File: src/rtl/apb_slave_pkg.sv
// ============================================================================
// Module   : apb_slave_pkg
// Function : Shared FSM state type, register offsets and field positions
// Revision : 1.0
// ============================================================================
`default_nettype none

package apb_slave_pkg;

  typedef enum logic [0:0] {
    IDLE   = 1'b0,
    ACCESS = 1'b1
  } apb_state_e;

  localparam logic [11:0] c_off_ctrl     = 12'h000;
  localparam logic [11:0] c_off_status   = 12'h004;
  localparam logic [11:0] c_off_scratch0 = 12'h008;
  localparam logic [11:0] c_off_scratch1 = 12'h00C;
  localparam logic [11:0] c_off_wait     = 12'h010;
  localparam logic [11:0] c_off_count    = 12'h014;
  localparam logic [11:0] c_off_id       = 12'h018;
  localparam logic [11:0] c_off_limit    = 12'h01C;

  localparam int c_ctrl_cnt_en_bit  = 0;
  localparam int c_ctrl_ovf_clr_bit = 1;
  localparam int c_status_ovf_bit   = 0;
  localparam int c_wait_width       = 4;

endpackage

`default_nettype wire

File: src/rtl/apb_reg_slave.sv
// ============================================================================
// Module   : apb_reg_slave
// Function : APB register slave with programmable wait states and free counter
// Revision : 1.0
// ============================================================================
`default_nettype none

module apb_reg_slave
  import apb_slave_pkg::*;
#(
  parameter int          ADDR_WIDTH = 32,
  parameter int          DATA_WIDTH = 32,
  parameter logic [31:0] ID_VALUE   = 32'hA9B0_0001
) (
  input  logic                  clk,
  input  logic                  rst_n,
  input  logic [ADDR_WIDTH-1:0] paddr_i,
  input  logic                  psel_i,
  input  logic                  penable_i,
  input  logic                  pwrite_i,
  input  logic [DATA_WIDTH-1:0] pwdata_i,
  output logic [DATA_WIDTH-1:0] prdata_o,
  output logic                  pready_o,
  output logic                  pslverr_o
);

  apb_state_e              r_state;
  logic [11:0]             r_addr;
  logic                    r_write;
  logic [c_wait_width-1:0] r_wait_cnt;

  logic                    r_cnt_en;
  logic                    r_ovf;
  logic [DATA_WIDTH-1:0]   r_scratch0;
  logic [DATA_WIDTH-1:0]   r_scratch1;
  logic [c_wait_width-1:0] r_wait;
  logic [DATA_WIDTH-1:0]   r_count;

  logic                    w_pready;
  logic                    w_err;
  logic                    w_wr_en;
  logic                    w_ovf_clr;
  logic                    w_wrap;
  logic [DATA_WIDTH-1:0]   w_rdata;
  logic                    w_unused_paddr;

  assign w_unused_paddr = ^paddr_i[ADDR_WIDTH-1:12];

  // Decode works on the address latched in setup, not the live bus
  assign w_pready = (r_state == ACCESS) && (r_wait_cnt == '0) && psel_i && penable_i;
  assign w_err    = (r_addr[1:0] != 2'b00) || (r_addr >= c_off_limit) ||
                    (r_write && ((r_addr == c_off_status) || (r_addr == c_off_count) ||
                                 (r_addr == c_off_id)));
  assign w_wr_en  = w_pready && r_write && !w_err;

  assign w_ovf_clr = w_wr_en && (r_addr == c_off_ctrl) && pwdata_i[c_ctrl_ovf_clr_bit];
  assign w_wrap    = r_cnt_en && (r_count == '1);

  assign pready_o  = w_pready;
  assign pslverr_o = w_pready && w_err;
  assign prdata_o  = (w_pready && !r_write && !w_err) ? w_rdata : '0;

  always_comb begin
    w_rdata = '0;
    unique case (r_addr)
      c_off_ctrl:     w_rdata[c_ctrl_cnt_en_bit] = r_cnt_en;
      c_off_status:   w_rdata[c_status_ovf_bit]  = r_ovf;
      c_off_scratch0: w_rdata = r_scratch0;
      c_off_scratch1: w_rdata = r_scratch1;
      c_off_wait:     w_rdata[c_wait_width-1:0] = r_wait;
      c_off_count:    w_rdata = r_count;
      c_off_id:       w_rdata = DATA_WIDTH'(ID_VALUE);
      default:        w_rdata = '0;
    endcase
  end

  always_ff @(posedge clk or negedge rst_n) begin
    if (!rst_n) begin
      r_state    <= IDLE;
      r_addr     <= '0;
      r_write    <= 1'b0;
      r_wait_cnt <= '0;
    end else begin
      case (r_state)
        IDLE: begin
          if (psel_i && !penable_i) begin
            r_addr     <= paddr_i[11:0];
            r_write    <= pwrite_i;
            r_wait_cnt <= r_wait;
            r_state    <= ACCESS;
          end
        end
        ACCESS: begin
          // A master dropping psel/penable early abandons the transfer
          if (!(psel_i && penable_i)) begin
            r_wait_cnt <= '0;
            r_state    <= IDLE;
          end else if (r_wait_cnt != '0) begin
            r_wait_cnt <= r_wait_cnt - 1'b1;
          end else begin
            r_state <= IDLE;
          end
        end
        default: r_state <= IDLE;
      endcase
    end
  end

  always_ff @(posedge clk or negedge rst_n) begin
    if (!rst_n) begin
      r_cnt_en   <= 1'b0;
      r_scratch0 <= '0;
      r_scratch1 <= '0;
      r_wait     <= '0;
    end else if (w_wr_en) begin
      case (r_addr)
        c_off_ctrl:     r_cnt_en   <= pwdata_i[c_ctrl_cnt_en_bit];
        c_off_scratch0: r_scratch0 <= pwdata_i;
        c_off_scratch1: r_scratch1 <= pwdata_i;
        c_off_wait:     r_wait     <= pwdata_i[c_wait_width-1:0];
        default: ;
      endcase
    end
  end

  // Counter sees the CTRL value from before any same-cycle write; wrap beats clear
  always_ff @(posedge clk or negedge rst_n) begin
    if (!rst_n) begin
      r_count <= '0;
      r_ovf   <= 1'b0;
    end else begin
      if (r_cnt_en) begin
        r_count <= r_count + DATA_WIDTH'(1);
      end
      if (w_wrap) begin
        r_ovf <= 1'b1;
      end else if (w_ovf_clr) begin
        r_ovf <= 1'b0;
      end
    end
  end

endmodule

`default_nettype wire

File: config.mk
export PLATFORM = sky130hd
export DESIGN_NAME = apb_reg_slave
export DESIGN_NICKNAME = d
export VERILOG_FILES = /design/src/rtl/apb_slave_pkg.sv /design/src/rtl/apb_reg_slave.sv
export SDC_FILE = /design/constraint.sdc
export NUM_CORES = 1
export LEC_CHECK = 0
export ABC_AREA = 1
export BUFFER_PORTS_ARGS = -buffer_cell sky130_fd_sc_hd__buf_2
export CORE_MARGIN = 2
export CORE_UTILIZATION = 62
export DETAILED_ROUTE_END_ITERATION = 8
export MAX_ROUTING_LAYER = met4
export PLACE_DENSITY = 0.91
export SYNTH_ARGS = -nofsm -noshare
export SYNTH_HDL_FRONTEND = slang
export SYNTH_SLANG_ARGS = --single-unit
File: constraint.sdc
create_clock -name clk -period 5.15 [get_ports clk]
set_input_delay 0.7725 -clock clk [delete_from_list [all_inputs] [get_ports clk]]
set_output_delay 0.7725 -clock clk [all_outputs]
set_load 0.02 [all_outputs]
======== Yosys cells after proc, flatten, opt, wreduce, memory -nomap -nowiden ========
Cells that the tools add are included.
cells by class
  add/sub/neg operators ................... 2
  bitwise logic cells ..................... 1
  eq/ne operators ......................... 9
  muxes and demuxes ....................... 14
  reduce and logical (&&, ||, !) cells .... 32
  $lt $le $gt $ge ......................... 1
operator list
  operator               number
  $pmux 28 s4            1
  $eq 12x5->1 const B    3
  $add 32x1->32 const B  1
  $eq 32x32->1 const B   1
  $mux 32                1
  $eq 12x4->1 const B    2
  $logic_and 1x1->1      14
  $eq 12x3->1 const B    1
  $ge 12x5->1 const B    1
  $logic_not 12->1       1
  $mux 4                 3
  $pmux 3 s4             1
  $reduce_and 2->1       6
  $pmux 4 s2             1
  $pmux 1 s7             1
  $mux 1                 5
  $logic_not 4->1        1
  $logic_or 1x1->1       4
  $reduce_bool 2->1      2
  $reduce_bool 4->1      1
  $sub 4x1->4 const B    1
  $logic_not 1->1        3
  $ne 3x2->1 const B     1
  $ne 2x2->1 const B     1
  other kinds (2)        2
storage, ports and cells
  bits of input ports ..................... 69
  output and inout port bits .............. 34
  register bits ........................... 120

======== Logic depth before layout (Yosys ltp) ========
  depth after elaboration ................. 11
  gate-level depth with buffers ........... 12
  depth with buffers taken out ............ 10

======== Worst setup path before layout ========
OpenSTA, ideal clock, no wires.
  kind .................................... input to output
  start ................................... input port penable_i
  end ..................................... output port prdata_o[14]
  path buffers ............................ 1
  stages .................................. 7
  data required time ...................... 4.378 ns
  arrival time ............................ 2.080 ns
  setup slack ............................. 2.298 ns
  cell sequence ........................... nand3_2 nor3_4 inv_2 nor2_2 nand2_4 buf_6 a21oi_1
between the ends
  word-level cells in the longest chain between the ends .. 4
RTL lines
  element                         RTL line             RTL
  start, declared                 apb_reg_slave.sv:19  input logic penable_i,
  $logic_and 1x1->1               apb_reg_slave.sv:50  assign w_pready = (r_state == ACCESS) && (r_wait_cnt == '0) && psel_i && penable_i;
  named net pready_o              apb_reg_slave.sv:23  output logic pready_o,
  $logic_and 1x1->1 (2 in a row)  apb_reg_slave.sv:61  assign prdata_o = (w_pready && !r_write && !w_err) ? w_rdata : '0;
  $mux 32                         apb_reg_slave.sv:61
  end, declared                   apb_reg_slave.sv:22  output logic [DATA_WIDTH-1:0] prdata_o,
The timed path passes the listed nets, and every way through them passes these cells.

======== Worst setup path after layout ========
  start ................................... register r_addr[4]
  end ..................................... output port prdata_o[16]
between the ends
  word-level cells in the longest chain between the ends .. 8
  elaborated cells on any way between the ends .. 15
RTL lines
  element                                              RTL line             RTL
  start, declared                                      apb_reg_slave.sv:28  logic [11:0] r_addr;
  start signal, assigned                               apb_reg_slave.sv:87  r_addr <= paddr_i[11:0];
  branches (longest 7 deep; another with $ge 12x5->1)  n/a
  $mux 32 *                                            apb_reg_slave.sv:61
Every way passes the cells marked *.

==> reports/results.tsv <==
metric	value	unit
wl_per_cell	16.5	um
cp.arrival	3.17	ns
fin_crit	3.94	ns
yosys.area.top_type	dfrtp_1	
p_leak	3.81	nW
final-setup-viol-count	0	
synth-seq-cells	120	
drt.antenna.violating_nets	0	
synthTopCellsByArea	dfrtp_1 (45%), nand2_1 (17%), nand4_1 (6.9%), nor2_1 (6.8%), inv_1 (4.1%)	
yosys_warnings	0	
power	2.33	mW
grt_pass1_wl	30100	um
pwr_density_cell	305	nW/um^2
initial_core_util	64.2	%
clk_pin_slew_worst_paths	0.06	ns
path_class	reg -> out	
hpwl	11100	um
skew	0.00825	ns
die_area	11600	um^2
drc_errors	0	
num-fill-cells	719	
overflow	0	
cpLargestDelayFamily	simple AND/OR/NAND/NOR gates	
slew_headroom	32.8	%
fin_crit_sh	76.6	%
h-tree-depth	4	
required	4.38	ns
crit_path_start_kind	flop	
grt_pass1_vias	6419	
hold_path.class	in -> async	
path_buf_inv	2	
cp-end-kind	output pin	
diodes	0	
cts_tree	done	
status	finished, final reports clean	
grt_max_degree	75	
cpMaxStageDelayCell	dfrtp_1	
r2r-end	r_scratch1[0]	
place_congestion	0.989	
ys_types	29	
dieWidth	108	um
crit_chain	nor2_1, nand2_1, nor2_2, nand2_4, nor2_4, buf_4, nand2_1, a21oi_1, buf_2	
syn_area_per_cell	7.41	um^2
grt_usage	34.2	%
clock.fmax	253	MHz
vias	6666	
timing.rr.start	r_addr[4]	
cts_max_path_buffers	2	
multiInputGateArea	3100	um^2
placed_cell_area	7040	um^2
cts_buffers	17	
fin_hold_ws	0.386	ns
io_pins	103	
core_area	10400	um^2
hold_viol_final	0	
syn_area	6660	um^2
maxCapViolCount	0	
seq_area	3000	um^2
post-cts-setup-buffer-count	0	
cts-resized-gates	0	
die_y	108	um
path_common_cell	nand2_1	
fin_area	7650	um^2
drt_iter0_markers	659	
first_pass_iters	6	
cp_max_fo	28	
crit_path_max_incr_delay	0.53	ns
ys_seq_area_share	45.1	%
irDropWorstVdd	0.000203	V
hold_buffers	0	
nets	1036	
rr_worst_depth	8	
row_count	37	
syn_to_final_growth	14.9	%
setup_tns	0	ns
slew_viol_final	0	
clock-root-buffer	clkbuf_8	
synth_top_cell_area_share	45.1	%
wl	18300	um
cts.sinks	120	
syn-num-nets	970	
netlist_instances	898	
antenna_found_initial	0	
vias_per_cell	5.99	
worst_pin_slew	1.01	ns
rsz0062_at_grt	no	
ff2ff_setup_slack	1.73	ns
portBuffers	82	
drive_above_1_share	15.9	%
clk_latency	0.53	ns
## flip-flops by register name, indices dropped and copies added (netlist names)
signal      flops
r_scratch0     32
r_scratch1     32
r_write         1
r_addr         12
r_cnt_en        1
r_wait_cnt      4
r_wait          4
r_ovf           1
r_state         1
r_count        32
## stage by stage
stage	util [%]	cells	worst slack, ns
floorplan	-	898	2.30
global placement	67.8	1081	1.95
detailed placement	67.8	1081	1.89
CTS	73.7	1113	1.29
global route	73.7	1113	1.07
finish	73.7	1113	1.21
## worst max-delay path by stage
stage	endpoint	cells after the start	start	slack (ns)
2_1_floorplan	prdata_o[14]	7	penable_i	2.30
3_3_place_gp	r_scratch1[30]	8	r_addr[4]	1.95
3_5_place_dp	prdata_o[16]	9	r_addr[4]	1.89
4_1_cts	prdata_o[16]	9	r_addr[4]	1.29
5_1_grt	prdata_o[16]	9	r_addr[4]	1.07
6_report	prdata_o[16]	9	r_addr[4]	1.21
## final cells by class
type,count,share of cell area [%]
clock buffers,19,5.78
repair buffers,90,6.18
well taps,136,2.23
inverters,78,3.83
flip-flops and latches,120,39.3
multi-input cells,657,40.5
clock inverters,13,2.23
## placed cells by master, fill, tap and decap left out, drive strengths merged
cell,n
clkbuf,19
nor2,128
inv,80
dfrtp,120
a31oi,1
a21oi,21
mux2,8
ha,3
and2,1
bufinv,3
nand3,42
clkinv,5
buf,90
nand2,313
nand4,73
xnor2,3
xor2,18
o21ai,36
clkinvlp,3
o211ai,7
nor3,3
## cells in the mapped netlist
| cell type | number |
|---|---|
| o211ai_1 | 7 |
| nand2_1 | 308 |
| and2_1 | 1 |
| inv_1 | 72 |
| nand2_2 | 3 |
| dfrtp_1 | 120 |
| nor3_4 | 1 |
| clkbuf_1 | 5 |
| a31oi_1 | 1 |
| a21oi_1 | 21 |
| ha_1 | 3 |
| buf_4 | 9 |
| buf_1 | 2 |
| o21ai_0 | 26 |
| nor2_2 | 3 |
| nand3_2 | 5 |
| buf_6 | 6 |
| xnor2_1 | 3 |
| nor2_1 | 121 |
| inv_2 | 6 |
| o21ai_1 | 10 |
| xor2_1 | 18 |
| nand3_1 | 37 |
| mux2_2 | 8 |
| nor2_4 | 4 |
| buf_2 | 21 |
| nand4_1 | 73 |
| nor3_1 | 2 |
| nand2_4 | 2 |
## cells by family (layout without fill, tap and decap cells)
kind of cell / Yosys count / in the layout / share of synthesized area (%)
flip-flops: 120 / 120 / 45.1
multiplexers: 8 / 8 / 1.35
adder cells (fa/ha/maj): 3 / 3 / 0.564
AND/OR/NAND/NOR: 560 / 560 / 36.6
XOR/XNOR: 21 / 21 / 2.76
AO/OA/AOI/OAI: 65 / 65 / 5.17
buffers and inverters: 121 / 200 / 8.40
## power by group
group          internal [mW]  switching [mW]
clock network          0.767           0.452
logic                 0.0412          0.0833
registers              0.966          0.0228
## per-layer routing
layer / global-route usage, % / vias to the layer above / part of all wire [%]
met2: 54.9 / 451 / 49
li1: - / 3014 / -
met5: - / - / 0
met4: 16.5 / 0 / 4.0
met1: 42.5 / 3098 / 38
met3: 5.51 / 103 / 9.0
## worst reg2reg max path, delay by kind of cell, from the launching register on
family	cells	cell delay [ns]
flip-flops	1	0.53
AND/OR/NAND/NOR	8	2.79
Note: power is estimated with default switching activity, not from simulation.
